<file path="config.mk">
export PLATFORM = sky130hd
export DESIGN_NAME = msg_schedule_stream_flat
export DESIGN_NICKNAME = d
export VERILOG_FILES = /design/src/rtl/sha_pkg.sv /design/src/rtl/msg_schedule_stream_if.sv /design/src/rtl/sha_sigma.sv /design/src/rtl/msg_schedule_stream.sv /design/src/flat_wrapper.sv
export SDC_FILE = /design/constraint.sdc
export NUM_CORES = 2
export LEC_CHECK = 0
export BUFFER_PORTS_ARGS = -buffer_cell sky130_fd_sc_hd__buf_4
export CELL_PAD_IN_SITES_DETAIL_PLACEMENT = 0
export CELL_PAD_IN_SITES_GLOBAL_PLACEMENT = 1
export CORE_UTILIZATION = 25
export DETAILED_ROUTE_END_ITERATION = 10
export HOLD_SLACK_MARGIN = 0.05
export PLACE_DENSITY = 0.52
export SYNTH_ARGS = -nofsm -noshare
export SYNTH_HDL_FRONTEND = slang
export SYNTH_HIERARCHICAL = 1
export SYNTH_SLANG_ARGS = --single-unit
</file>
<file path="constraint.sdc">
create_clock -name clk -period 6.3 [get_ports clk]
set_input_delay 0.945 -clock clk [delete_from_list [all_inputs] [get_ports clk]]
set_output_delay 0.945 -clock clk [all_outputs]
set_load 0.05 [all_outputs]
</file>
<file path="src/rtl/sha_pkg.sv">
// Shared definitions for the SHA-2 message schedule stream: FSM states,
// sigma rotation/shift amounts per word width, and legal round counts.
package sha_pkg;

  typedef enum logic {
    IDLE = 1'b0,
    RUN  = 1'b1
  } state_e;

  localparam int ROUNDS_256 = 64;
  localparam int ROUNDS_512 = 80;

  localparam int S0_R1_32 = 7;
  localparam int S0_R2_32 = 18;
  localparam int S0_SH_32 = 3;
  localparam int S1_R1_32 = 17;
  localparam int S1_R2_32 = 19;
  localparam int S1_SH_32 = 10;

  localparam int S0_R1_64 = 1;
  localparam int S0_R2_64 = 8;
  localparam int S0_SH_64 = 7;
  localparam int S1_R1_64 = 19;
  localparam int S1_R2_64 = 61;
  localparam int S1_SH_64 = 6;

  // 80 rounds only exist for the 64-bit (SHA-512) schedule.
  function automatic bit params_legal(input int word_w, input int rounds);
    return (word_w == 32 && rounds == ROUNDS_256) ||
           (word_w == 64 && (rounds == ROUNDS_256 || rounds == ROUNDS_512));
  endfunction

endpackage

</file>
<file path="src/rtl/msg_schedule_stream_if.sv">
// Block-in / schedule-word-out bus of the message schedule stream.
interface msg_schedule_stream_if #(
  parameter int WORD_W = 32
);
  logic                   blk_valid;
  logic [16*WORD_W-1:0]   blk_data;
  logic                   blk_ready;
  logic                   abort;
  logic                   w_valid;
  logic [WORD_W-1:0]      w_data;
  logic [6:0]             w_idx;
  logic                   w_last;
  logic                   w_ready;

  // master: the schedule engine; slave: block source and word consumer.
  modport master (
    input  blk_valid, blk_data, abort, w_ready,
    output blk_ready, w_valid, w_data, w_idx, w_last
  );

  modport slave (
    output blk_valid, blk_data, abort, w_ready,
    input  blk_ready, w_valid, w_data, w_idx, w_last
  );
endinterface

</file>
<file path="src/rtl/sha_sigma.sv">
// Combinational SHA-2 small sigma functions for a 32- or 64-bit word.
module sha_sigma
  import sha_pkg::*;
#(
  parameter int WORD_W = 32
) (
  input  logic [WORD_W-1:0] x,
  output logic [WORD_W-1:0] s0,
  output logic [WORD_W-1:0] s1
);

  localparam int R01 = (WORD_W == 64) ? S0_R1_64 : S0_R1_32;
  localparam int R02 = (WORD_W == 64) ? S0_R2_64 : S0_R2_32;
  localparam int SH0 = (WORD_W == 64) ? S0_SH_64 : S0_SH_32;
  localparam int R11 = (WORD_W == 64) ? S1_R1_64 : S1_R1_32;
  localparam int R12 = (WORD_W == 64) ? S1_R2_64 : S1_R2_32;
  localparam int SH1 = (WORD_W == 64) ? S1_SH_64 : S1_SH_32;

  assign s0 = {x[R01-1:0], x[WORD_W-1:R01]} ^
              {x[R02-1:0], x[WORD_W-1:R02]} ^
              (x >> SH0);

  assign s1 = {x[R11-1:0], x[WORD_W-1:R11]} ^
              {x[R12-1:0], x[WORD_W-1:R12]} ^
              (x >> SH1);

endmodule

</file>
<file path="src/rtl/msg_schedule_stream.sv">
// Streams SHA-2 schedule words W_0..W_{ROUNDS-1} from a 16-word sliding
// window, one word per consumer handshake, with zero-bubble block chaining.
module msg_schedule_stream
  import sha_pkg::*;
#(
  parameter int WORD_W = 32,
  parameter int ROUNDS = 64
) (
  input  logic                  clk,
  input  logic                  n_rst,
  msg_schedule_stream_if.master bus
);

  generate
    if (!params_legal(WORD_W, ROUNDS)) begin : g_bad_params
      $error("msg_schedule_stream: illegal WORD_W/ROUNDS combination");
    end
  endgenerate

  localparam logic [6:0] LAST_IDX = 7'(ROUNDS - 1);

  state_e            state_q, state_d;
  logic [6:0]        idx_q, idx_d;
  logic [WORD_W-1:0] win_q [16];
  logic [WORD_W-1:0] win_d [16];

  logic [WORD_W-1:0] sig0_w1, sig1_w14, s1_unused, s0_unused, win_next;
  logic              running, is_last, handshake, blk_ready_int, accept;

  // Two sigma instances share one adder tree that produces the new tail word.
  sha_sigma #(.WORD_W(WORD_W)) u_sigma_w1 (
    .x  (win_q[1]),
    .s0 (sig0_w1),
    .s1 (s1_unused)
  );

  sha_sigma #(.WORD_W(WORD_W)) u_sigma_w14 (
    .x  (win_q[14]),
    .s0 (s0_unused),
    .s1 (sig1_w14)
  );

  assign win_next      = sig1_w14 + win_q[9] + sig0_w1 + win_q[0];
  assign running       = (state_q == RUN);
  assign is_last       = running && (idx_q == LAST_IDX);
  assign handshake     = running && bus.w_ready;
  assign blk_ready_int = !bus.abort && (!running || (is_last && bus.w_ready));
  assign accept        = bus.blk_valid && blk_ready_int;

  always_ff @(posedge clk or negedge n_rst) begin
    if (!n_rst) begin
      state_q <= IDLE;
    end else begin
      state_q <= state_d;
    end
  end

  always_ff @(posedge clk or negedge n_rst) begin
    if (!n_rst) begin
      idx_q <= '0;
      for (int k = 0; k < 16; k++) win_q[k] <= '0;
    end else begin
      idx_q <= idx_d;
      for (int k = 0; k < 16; k++) win_q[k] <= win_d[k];
    end
  end

  // Abort outranks everything; a new block outranks the shift on the last word.
  always_comb begin
    state_d = state_q;
    idx_d   = idx_q;
    win_d   = win_q;
    if (bus.abort) begin
      state_d = IDLE;
      idx_d   = '0;
    end else if (accept) begin
      for (int k = 0; k < 16; k++) begin
        win_d[k] = bus.blk_data[(15-k)*WORD_W +: WORD_W];
      end
      idx_d   = '0;
      state_d = RUN;
    end else if (handshake) begin
      for (int k = 0; k < 15; k++) win_d[k] = win_q[k+1];
      win_d[15] = win_next;
      if (is_last) begin
        state_d = IDLE;
        idx_d   = '0;
      end else begin
        idx_d = idx_q + 7'd1;
      end
    end
  end

  always_comb begin
    bus.blk_ready = blk_ready_int;
    bus.w_valid   = running;
    bus.w_data    = win_q[0];
    bus.w_idx     = idx_q;
    bus.w_last    = is_last;
  end

endmodule

</file>
<file path="src/flat_wrapper.sv">
// flat-port wrapper written by rule: the top's interface ports become plain ports
module msg_schedule_stream_flat import sha_pkg::*;
#(
  parameter int WORD_W = 32,
  parameter int ROUNDS = 64
)
  (clk, n_rst, bus_blk_valid, bus_blk_data, bus_abort, bus_w_ready, bus_blk_ready, bus_w_valid, bus_w_data, bus_w_idx, bus_w_last);
  msg_schedule_stream_if #(.WORD_W(WORD_W)) bus_i ();
  input  logic clk;
  input  logic n_rst;
  input wire logic [$bits(bus_i.blk_valid)-1:0] bus_blk_valid;
  input wire logic [$bits(bus_i.blk_data)-1:0] bus_blk_data;
  input wire logic [$bits(bus_i.abort)-1:0] bus_abort;
  input wire logic [$bits(bus_i.w_ready)-1:0] bus_w_ready;
  output wire logic [$bits(bus_i.blk_ready)-1:0] bus_blk_ready;
  output wire logic [$bits(bus_i.w_valid)-1:0] bus_w_valid;
  output wire logic [$bits(bus_i.w_data)-1:0] bus_w_data;
  output wire logic [$bits(bus_i.w_idx)-1:0] bus_w_idx;
  output wire logic [$bits(bus_i.w_last)-1:0] bus_w_last;
  assign bus_i.blk_valid = bus_blk_valid;
  assign bus_i.blk_data = bus_blk_data;
  assign bus_i.abort = bus_abort;
  assign bus_i.w_ready = bus_w_ready;
  assign bus_blk_ready = bus_i.blk_ready;
  assign bus_w_valid = bus_i.w_valid;
  assign bus_w_data = bus_i.w_data;
  assign bus_w_idx = bus_i.w_idx;
  assign bus_w_last = bus_i.w_last;
  msg_schedule_stream #(.WORD_W(WORD_W), .ROUNDS(ROUNDS)) u_core (.clk(clk), .n_rst(n_rst), .bus(bus_i));
endmodule
</file>
## After elaboration in Yosys (flattened, before gate mapping)

Index checks and enable logic that the tools add are counted.

- Output and inout bits: 42
- Input bits: 517
- Register bits: 520
- Word-level logic and storage cells: 51

- Bitwise operators: 5
- Add/subtract/negate cells: 4
- Reductions and logical operators: 13
- Mux-type cells: 10
- Eq/ne operators: 1

Operators with widths:

| kind | count |
|---|---|
| 512-bit 2-to-1 mux | 2 |
| 32-bit adder | 3 |
| 32-bit bitwise XOR | 2 |
| 32-bit by 22-bit bitwise XOR with 32-bit output | 1 |
| 32-bit by 29-bit bitwise XOR with 32-bit output | 1 |
| 7-bit 2-to-1 mux | 4 |
| 7-bit by 1-bit adder with 7-bit output, second input constant | 1 |
| 7-bit by 6-bit == test with 1-bit output, second input constant | 1 |
| 3-bit nonzero test | 2 |
| 1-bit logical AND | 5 |
| 1-bit 2-to-1 mux | 4 |
| 2-bit AND reduction | 2 |
| 1-bit logical NOT | 2 |
| 2-bit nonzero test | 1 |
| 1-bit logical OR | 1 |
| 1-bit NOT | 1 |

## Longest topological paths before layout

- Depth in word-level cells: 8
- Gate-level depth with buffers: 17
- Mapped depth without buffers: 16

## Hierarchy

Netlist, hierarchy kept.

By module, submodules not included:

| module | sequential area each (um^2) | instances | area an instance (um^2) | cells each |
|---|---|---|---|---|
| msg_schedule_stream | 13012.5 | 1 | 26803.2 | 3287 |
| sha_sigma | 0.0 | 2 | 1486.4 | 91 |

## Worst setup path after synthesis

Ideal clock, no wire load.

- Path type: register -> register
- From: reg u_core/win_q[456] (netlist name)
- To: reg u_core/win_q[29] (netlist name)
- Slack: 2.022 ns
- Stages on the path, launching flop included: 17
- Arrival: 4.202 ns
- Clock period less this slack: 4.278 ns
- Buffers on the path: 0
- Cell sequence: dfrtp_1 > xor3_1 > inv_1 > fa_1 > inv_1 > fa_1 > ha_1 > fa_1 > a21o_1 > and4_4 > nor4_4 > o31ai_4 > a311oi_2 > nor3_2 > o21bai_2 > mux2_1 > o21ai_1

- Word-level cells in the longest chain between the ends: 6

Ends and longest elaborated chain:

| item | RTL line | source |
|---|---|---|
| start: declaration | msg_schedule_stream.sv:24 | `logic [WORD_W-1:0] win_q [16];` |
| 32-bit bitwise XOR | sha_sigma.sv:19 | `assign s0 = {x[R01-1:0], x[WORD_W-1:R01]} ^` |
| 32-bit by 29-bit bitwise XOR with 32-bit output | sha_sigma.sv:20 | `{x[R02-1:0], x[WORD_W-1:R02]} ^` |
| via u_core.sig0_w1[1] | msg_schedule_stream.sv:27 | `logic [WORD_W-1:0] sig0_w1, sig1_w14, s1_unused, s0_unused, win_next;` |
| 32-bit adder (2 in series) | msg_schedule_stream.sv:43 | `assign win_next = sig1_w14 + win_q[9] + sig0_w1 + win_q[0];` |
| 512-bit 2-to-1 mux | msg_schedule_stream.sv:82 | `end else if (handshake) begin` |
| 512-bit 2-to-1 mux | msg_schedule_stream.sv:76 | `end else if (accept) begin` |

The timed path passes the listed nets, and every way through them passes these cells. The select of a mux whose other input is x is not followed.
A chain may end at the register's enable or synchronous reset.

## Worst setup path in the final report

- From: reg u_core/win_q[456] (netlist name)
- To: reg u_core/win_q[31] (netlist name)

Same word-level chain as after synthesis.

==> impl_metrics.env <==
export IMPL_pwr_density_cell_mw_per_mm2=516.2
export IMPL_finalCriticalPeriod_ns=4.741
export IMPL_cts_buffers=69
export IMPL_grt_pass1_vias=25390
export IMPL_cts_tree="done"
export IMPL_cts_setup_buffers=0
export IMPL_fmax_mhz=210.9
export IMPL_grt_usage=0.2144
export IMPL_cts_path_max_buffers=3
export IMPL_drive_above_1_share=0.1859
export IMPL_num_vias=25160
export IMPL_final_cells=5304
export IMPL_path_clk_slew_ns=0.06
export IMPL_dp_hpwl_microns=94630
export IMPL_syn_area_per_cell_sq_um=8.355
export IMPL_syn_inst=3405
export IMPL_end_kind="register"
export IMPL_drt_antenna_violating_nets=0
export IMPL_htreeDepth=3
export IMPL_holdBufCountCts=0
export IMPL_worst_slew_pin_transition_ns=1.086
export IMPL_clock_latency_ns=0.64
export IMPL_initial_core_util=0.2525
export IMPL_worstPathRequired_ns=6.81
export IMPL_gp_congestion=0.8618
export IMPL_crit_path_frequent_cell="fa_1"
export IMPL_die_w_microns=339.3
export IMPL_clockRootBuffer="clkbuf_16"
export IMPL_coreArea_sq_mm=0.1127
export IMPL_viasPerCell=4.744
export IMPL_crit_chain="xor3_1 > inv_1 > fa_1 > inv_1 > fa_1 > ha_1 > fa_1 > a21o_1 > and4_4 > nor4_4 > o31ai_4 > a31o_2 > a21o_1 > o31ai_2 > nand4_1 > o311a_1"
export IMPL_placed_cells=5181
export IMPL_final_area_sq_mm=0.03558
export IMPL_routed_wl_microns=126100
export IMPL_cts_sinks=520
export IMPL_critPathMaxFanout=5
export IMPL_cap_violations=0
export IMPL_slew_viol_final=0
export IMPL_rows=123
export IMPL_die_h_microns=339.3
export IMPL_min_delay_path_class="input pin to async pin"
export IMPL_critPathMaxStageDelay_ns=0.47
export IMPL_critPathKind="register to register"
export IMPL_io_pins=559
export IMPL_globalRouteOverflowTotal=0
export IMPL_firstDrtPassIters=6
export IMPL_nNetsFinal=4363
export IMPL_antenna_found_initial=22
export IMPL_power_leakage_nw=17.16
export IMPL_synth_fp_nets=4016
export IMPL_cpMaxStageDelayCell="fa_1"
export IMPL_slew_limit_headroom=0.2761
export IMPL_fp_dieArea_sq_mm=0.1152
export IMPL_fin_skew_ns=0.03241
export IMPL_io_buffers=558
export IMPL_crit_path_start_kind="register"
export IMPL_placed_area_sq_mm=0.03344
export IMPL_syn_to_final_growth_pct=25.05
export IMPL_setup_viol=0
export IMPL_yosysWarnings=6
export IMPL_synth_area_sq_mm=0.02845
export IMPL_drc=0
export IMPL_worst_hold_slack_ns=0.3264
export IMPL_max_vdd_ir_drop_v=0.0005097
export IMPL_grt_pass1_wl_microns=180000
export IMPL_arrival_ns=5.25
export IMPL_cts_resized=0
export IMPL_drt_initial_drc_count=1856
export IMPL_setup_tns_ns=0
export IMPL_status="completed"
export IMPL_rsz0062_at_grt="false"
export IMPL_hold_viol_final=0
export IMPL_wire_per_inst_microns=23.78
export IMPL_fin_crit_sh=0.7526
export IMPL_grt_max_degree=216
[placed cells by master, fill, tap and decap left out, types with 3 or more instances in the layout]
cell type / instances
xor2_1: 26
nand4_1: 4
a31oi_1: 490
nor2_1: 525
dfrtp_1: 520
nor3_1: 5
o21ai_1: 7
or3_1: 6
diode_2: 6
ha_1: 32
clkbuf_8: 10
and3_1: 6
o22ai_1: 4
o211ai_1: 5
o21ai_0: 16
xor3_1: 51
inv_6: 3
clkbuf_1: 20
clkinv_2: 9
a21oi_1: 44
nor2b_1: 6
xnor2_1: 21
buf_12: 12
inv_1: 173
o31ai_1: 3
nand3_1: 12
clkbuf_16: 70
fa_1: 62
a21o_1: 19
nand2_1: 1009
buf_4: 578
[registers in the layout, indices dropped and copies added, names as in the netlist]
name	flops
u_core/bus.w_data	32
u_core/win_q	480
u_core/bus.w_idx	7
u_core/bus.w_valid	1
[worst max-delay path, delay by kind of cell, from the launching register on]
kind / cells / cell delay [ns]
XOR/XNOR: 1 / 0.45
flip-flops: 1 / 0.45
AND/OR/NAND/NOR: 3 / 0.66
AO/OA/AOI/OAI: 6 / 1.23
adder cells (fa/ha/maj): 4 / 1.57
buffers and inverters: 2 / 0.24
[per-layer routing]
| metal | global-route usage | up-vias | wire length (microns) |
|---|---|---|---|
| li1 | - | 11850 | - |
| met1 | 0.2980 | 12550 | 57990 |
| met2 | 0.3395 | 588 | 58690 |
| met3 | 0.04385 | 144 | 6714 |
| met4 | 0.05208 | 30 | 2561 |
| met5 | 0 | - | 186 |
[final timing paths]
kind / from / to / slack (ns) / cells past startpoint
worst min-delay path: n_rst / u_core/win_q[309]$_DFFE_PN0P_ / 0.33 / 1
worst max-delay path: u_core/win_q[456]$_DFFE_PN0P_ / u_core/win_q[31]$_DFFE_PN0P_ / 1.56 / 16
max in group asynchronous: n_rst / u_core/win_q[408]$_DFFE_PN0P_ / 4.46 / 2
min in group clk: u_core/win_q[277]$_DFFE_PN0P_ / u_core/win_q[309]$_DFFE_PN0P_ / 0.51 / 2
worst min register to register: u_core/win_q[277]$_DFFE_PN0P_ / u_core/win_q[309]$_DFFE_PN0P_ / 0.51 / 2
worst max register to register: u_core/win_q[456]$_DFFE_PN0P_ / u_core/win_q[31]$_DFFE_PN0P_ / 1.56 / 16
[through the flow]
step / total power [W] / setup WS (ns) / utilization
after floorplan: 0.01160 / 2.063 / -
after global placement: 0.01470 / 1.615 / 0.2969
after detailed placement: 0.01465 / 1.582 / 0.2969
after CTS: 0.01865 / 1.541 / 0.3157
after global routing: 0.01961 / 1.349 / 0.3158
final: 0.01836 / 1.559 / 0.3158
[power breakdown]
part | internal (W) | switching [W]
Clock | 0.00221 | 0.00164
Combinational | 0.00405 | 0.00568
Sequential | 0.00408 | 0.000705
Total | 0.0103 | 0.00802
[final cells by class]
cell class	instances	area, sq um
antenna	6	15.01
tap	1500	1877
inverter	174	653.1
sequential	520	13010
multi-input combinational	2396	13310
fill	12380	77080
clock inverter	17	152.6
clock buffer	100	1964
timing repair buffer	591	4594
(Power assumes the default switching activity.)
